**config.mk**
```make
export PLATFORM = sky130hd
export DESIGN_NAME = router_fsm
export DESIGN_NICKNAME = d
export VERILOG_FILES = /design/src/rtl/router_fsm_pkg.sv /design/src/rtl/router_fsm.sv
export SDC_FILE = /design/constraint.sdc
export NUM_CORES = 1
export LEC_CHECK = 0
export ABC_AREA = 1
export CORE_MARGIN = 1
export CORE_UTILIZATION = 57
export CTS_BUF_LIST = sky130_fd_sc_hd__clkbuf_4
export DETAILED_ROUTE_END_ITERATION = 16
export DONT_BUFFER_PORTS = 1
export PLACE_DENSITY = 0.83
export SYNTH_ARGS = -nofsm -noshare
export SYNTH_HDL_FRONTEND = slang
export SYNTH_SLANG_ARGS = --single-unit
```
**constraint.sdc**
```tcl
create_clock -name clock -period 1.4 [get_ports clock]
set_input_delay 0.21 -clock clock [delete_from_list [all_inputs] [get_ports clock]]
set_output_delay 0.21 -clock clock [all_outputs]
set_load 0.01 [all_outputs]
```
**src/rtl/router_fsm_pkg.sv**
```systemverilog
// Shared definitions for the 1x3 router control FSM: state encodings,
// header address constants and the Moore output decode.
package router_fsm_pkg;

    localparam int ADDR_W   = 2;
    localparam int NUM_DEST = 3;

    localparam logic [ADDR_W-1:0] ADDR_DISCARD = 2'b11;

    typedef enum logic [2:0] {
        DECODE_ADDRESS     = 3'd0,
        LOAD_FIRST_DATA    = 3'd1,
        LOAD_DATA          = 3'd2,
        LOAD_PARITY        = 3'd3,
        FIFO_FULL_STATE    = 3'd4,
        LOAD_AFTER_FULL    = 3'd5,
        WAIT_TILL_EMPTY    = 3'd6,
        CHECK_PARITY_ERROR = 3'd7
    } state_e;

    typedef struct packed {
        logic detect_add;
        logic lfd_state;
        logic ld_state;
        logic laf_state;
        logic full_state;
        logic rst_int_reg;
        logic write_enb_reg;
        logic busy;
    } fsm_out_t;

    // Pure state decode; the top registers it against the next state so the
    // outputs line up with the state register.
    function automatic fsm_out_t decode_outputs(input state_e s);
        fsm_out_t o;
        o               = '0;
        o.detect_add    = (s == DECODE_ADDRESS);
        o.lfd_state     = (s == LOAD_FIRST_DATA);
        o.ld_state      = (s == LOAD_DATA);
        o.laf_state     = (s == LOAD_AFTER_FULL);
        o.full_state    = (s == FIFO_FULL_STATE);
        o.rst_int_reg   = (s == CHECK_PARITY_ERROR);
        o.write_enb_reg = (s == LOAD_DATA) || (s == LOAD_PARITY) || (s == LOAD_AFTER_FULL);
        o.busy          = (s != DECODE_ADDRESS) && (s != LOAD_DATA);
        return o;
    endfunction

endpackage

```
**src/rtl/router_fsm.sv**
```systemverilog
// Router control FSM: header decode, wait-for-empty, header/payload/parity
// sequencing and FIFO-full stall, with registered Moore outputs.
module router_fsm
    import router_fsm_pkg::*;
#(
    parameter int ADDR_W_P   = ADDR_W,
    parameter int NUM_DEST_P = NUM_DEST
) (
    input  logic                clock,
    input  logic                reset,
    input  logic                pkt_valid,
    input  logic [ADDR_W_P-1:0] data_in,
    input  logic                fifo_full,
    input  logic                fifo_empty_0,
    input  logic                fifo_empty_1,
    input  logic                fifo_empty_2,
    input  logic                soft_reset_0,
    input  logic                soft_reset_1,
    input  logic                soft_reset_2,
    input  logic                parity_done,
    input  logic                low_pkt_valid,
    output logic                detect_add,
    output logic                lfd_state,
    output logic                ld_state,
    output logic                laf_state,
    output logic                full_state,
    output logic                rst_int_reg,
    output logic                write_enb_reg,
    output logic                busy
);

    state_e              state, state_nxt;
    logic [ADDR_W_P-1:0] addr_q;
    fsm_out_t            outs_q;

    // Top slot pads the discard address so it reads as never-empty / no reset.
    logic [NUM_DEST_P:0] empty_v;
    logic [NUM_DEST_P:0] soft_v;
    logic                hdr_ok;

    assign empty_v = {1'b0, fifo_empty_2, fifo_empty_1, fifo_empty_0};
    assign soft_v  = {1'b0, soft_reset_2, soft_reset_1, soft_reset_0};
    assign hdr_ok  = pkt_valid && (data_in != ADDR_DISCARD);

    always_comb begin
        state_nxt = state;
        case (state)
            DECODE_ADDRESS: begin
                if (hdr_ok)
                    state_nxt = empty_v[data_in] ? LOAD_FIRST_DATA : WAIT_TILL_EMPTY;
            end
            WAIT_TILL_EMPTY: begin
                if (empty_v[addr_q])
                    state_nxt = LOAD_FIRST_DATA;
            end
            LOAD_FIRST_DATA: state_nxt = LOAD_DATA;
            LOAD_DATA: begin
                // Full takes precedence over end-of-packet; parity follows via LAF.
                if (fifo_full)
                    state_nxt = FIFO_FULL_STATE;
                else if (!pkt_valid)
                    state_nxt = LOAD_PARITY;
            end
            FIFO_FULL_STATE: begin
                if (!fifo_full)
                    state_nxt = LOAD_AFTER_FULL;
            end
            LOAD_AFTER_FULL: begin
                if (parity_done)
                    state_nxt = DECODE_ADDRESS;
                else if (low_pkt_valid)
                    state_nxt = LOAD_PARITY;
                else
                    state_nxt = LOAD_DATA;
            end
            LOAD_PARITY: state_nxt = CHECK_PARITY_ERROR;
            CHECK_PARITY_ERROR: begin
                state_nxt = fifo_full ? FIFO_FULL_STATE : DECODE_ADDRESS;
            end
            default: state_nxt = DECODE_ADDRESS;
        endcase

        if (state != DECODE_ADDRESS && soft_v[addr_q])
            state_nxt = DECODE_ADDRESS;
    end

    always_ff @(posedge clock) begin
        if (reset) begin
            state  <= DECODE_ADDRESS;
            addr_q <= '0;
            outs_q <= decode_outputs(DECODE_ADDRESS);
        end else begin
            state  <= state_nxt;
            outs_q <= decode_outputs(state_nxt);
            if (state == DECODE_ADDRESS && hdr_ok)
                addr_q <= data_in;
        end
    end

    assign detect_add    = outs_q.detect_add;
    assign lfd_state     = outs_q.lfd_state;
    assign ld_state      = outs_q.ld_state;
    assign laf_state     = outs_q.laf_state;
    assign full_state    = outs_q.full_state;
    assign rst_int_reg   = outs_q.rst_int_reg;
    assign write_enb_reg = outs_q.write_enb_reg;
    assign busy          = outs_q.busy;

endmodule

```
==> flow_summary.ini <==
[finish]
mostFrequentLayoutCells = 30 x nand2_1, 17 x inv_1, 9 x dfxtp_1, 8 x nor2_4, 8 x nor2_1
instances_no_fill = 142
largest-register = state
largest_reg_flops = 3
diodes = 0
drive_gt1_share_pct = 34.6
syn_to_final_growth_pct = 18.7
fin_nets = 142
n_fill_cell = 100
final_common_cell = nand2_1
reg.largest.list = state (3), addr_q (2)

[grt]
grt_util_all_layers_pct = 22.7
grt_pass1_wl_um = 2390
antenna_found_initial = 0
grt_pass1_vias = 631
grt_start_max_net_pins = 10
gr-total-overflow = 0

[floorplan]
die_h_um = 39.7
die_area_um2 = 1570
pin_count = 22
coreArea_um2 = 1320
die_x_um = 39.7
initial_core_util_pct = 61.3
fp-row-count = 13

[power_and_ir_drop]
power_w = 0.00248
power.switching_w = 0.00124
power_density_nw_per_um2 = 2580
swShare_pct = 49.9
leakagePower_nw = 0.475
clock_power_share_pct = 10.0
comb_power_share_pct = 62.7
vdd_ir_drop_max_v = 0.00140
internal-power_w = 0.00124
power_frac_seq_pct = 27.3

[synth]
synth_warnings = 0
syn_area_um2 = 808
syn-num-nets = 132
synth_cell_type_count = 19
syn_inst = 118
ys_ff_latch = 13
ys_seq_area_share_pct = 32.2
syn_avg_cell_area_um2 = 6.85

[drt]
first_pass_iters = 4
vias = 759
routedWlPerCell_um = 13.1
drtIter0Drc = 32
drt-total-wl_um = 1860
drtAntennaViolNets = 0
vias_per_cell = 5.35
remaining_drc_errors = 0

[timing]
finClkSkew_ns = 0.0131
finalCritPeriodShare_pct = 99.5
max_freq_mhz = 718
slew_violations = 0
hold_viol_final = 0
tightest_slew_ns = 0.150
setup_violations = 0
rsz0062_at_grt = true
post-route-min-period_ns = 1.39
slew-limit-headroom_pct = 89.9

[clocking]
clockBufferDepth = 2
clk_latency_ns = 0.28
cts_buffers = 3
cts.sinks = 13
clockRootBuffer = clkbuf_4
h-tree-depth = 1
clk_pin_slew_worst_paths_ns = 0.08
cts_tree = built

[worst_setup_path]
cp-end-kind = register
critPathMaxFanout = 5
cpPeakStageDelay_ns = 0.37
slowest_stage = dfxtp_2
crit_chain = nor2_4 -> nand2_4 -> inv_4 -> a21oi_4 -> buf_12 -> nor2_4 -> nand2_4 -> nor2_4 -> nand2_1 -> nor2_1
crit_arrival_ns = 1.62
cpMostUsedCell = nor2_4
critPathRequiredTime_ns = 1.63
crit_type = register to register
worstRegToRegCells = 10
start_kind = register

[place]
numPortBuffers = 0
placed_cells = 134
place_hpwl_um = 1230
gp_congestion = 0.871

[run]
max_cap_violations = 0

[min_path]
hold_class = input pin to register
holdPathStages = 1

[status]
status = completed
[synthesized netlist by cell type, drive strengths merged]
| cell | n | share of area, % |
|---|---|---|
| nor2 | 21 | 16 |
| a21oi | 4 | 3.9 |
| nand3 | 13 | 9.9 |
| inv | 20 | 9.3 |
| o21ai | 6 | 4.2 |
| clkinv | 1 | 0.46 |
| buf | 1 | 1.4 |
| nand2 | 36 | 20 |
| nand4 | 3 | 2.3 |
| dfxtp | 13 | 32 |
[kinds of logic (layout without fill, tap and decap cells)]
logic type,Yosys count,after routing,synth area share (%)
buf+inv,22,31,11.1
simple gates,73,73,48.6
compound gates,10,10,8.05
flops,13,13,32.2
[cell type report]
cell class | instances | area [um^2] | share of cell area, %
clock buffers | 4 | 30.0 | 3.13
flip-flops and latches | 13 | 268 | 27.9
inverters | 21 | 83.8 | 8.74
repair buffers | 6 | 60.1 | 6.26
well taps | 15 | 18.8 | 1.96
multi-input cells | 83 | 499 | 52.0
[final timing paths]
check                                              end  slack (ns)                   start
worst max-delay path            rst_int_reg$_SDFF_PP0_       0.008     state[0]$_SDFF_PP0_
worst max register to register  rst_int_reg$_SDFF_PP0_       0.008     state[0]$_SDFF_PP0_
worst min-delay path                   busy$_SDFF_PP0_        0.04                   reset
worst min register to register  addr_q[0]$_SDFFE_PP0P_        0.57  addr_q[0]$_SDFFE_PP0P_
[power by group through the flow]
| stage | Clock (W) | Combinational [W] | Sequential [W] |
|---|---|---|---|
| 6_report | 0.000247 | 0.00156 | 0.000677 |
| 5_1_grt | 0.000270 | 0.00168 | 0.000700 |
| 4_1_cts | 0.000239 | 0.00130 | 0.000637 |
| 3_5_place_dp | 0 | 0.00129 | 0.000643 |
| 3_3_place_gp | 0 | 0.00125 | 0.000642 |
| 2_1_floorplan | 0 | 0.00106 | 0.000621 |
[per-layer routing]
layer	share of wire, %	vias up	GRT usage (%)
met4	1.3	0	2.59
met5	0	-	0
met2	52	29	37.3
li1	-	382	-
met1	38	344	26.9
met3	8.3	4	11.4
[timing repair]
action                                  4_1_cts  5_1_grt
endpoints found under the hold margin         1        1
setup buffers                                 0        3
hold buffers                                  1        1
resized for setup                             0       18
endpoints found under the setup margin        0        9
[metrics by stage]
stage | hold slack [ns] | cell area (um^2) | util [%] | setup slack, ns | TNS (ns)
detailed placement | 0.283 | 843 | 64.0 | 0.0373 | 0
CTS | 0.00755 | 883 | 67.0 | 0.0223 | 0
floorplan | 0.279 | 808 | - | 0.175 | 0
global placement | 0.284 | 843 | 64.0 | 0.0620 | 0
finish | 0.0395 | 960 | 72.8 | 0.00760 | 0
global route | 0.0354 | 960 | 72.8 | -0.0413 | -0.0935
[critical path, delay by kind of cell, from the launching register on]
family | cells | cell delay, ns
compound gates | 1 | 0.04
buf+inv | 2 | 0.20
flops | 1 | 0.37
simple gates | 7 | 0.73
No activity file was read; power rests on OpenSTA's default activity.
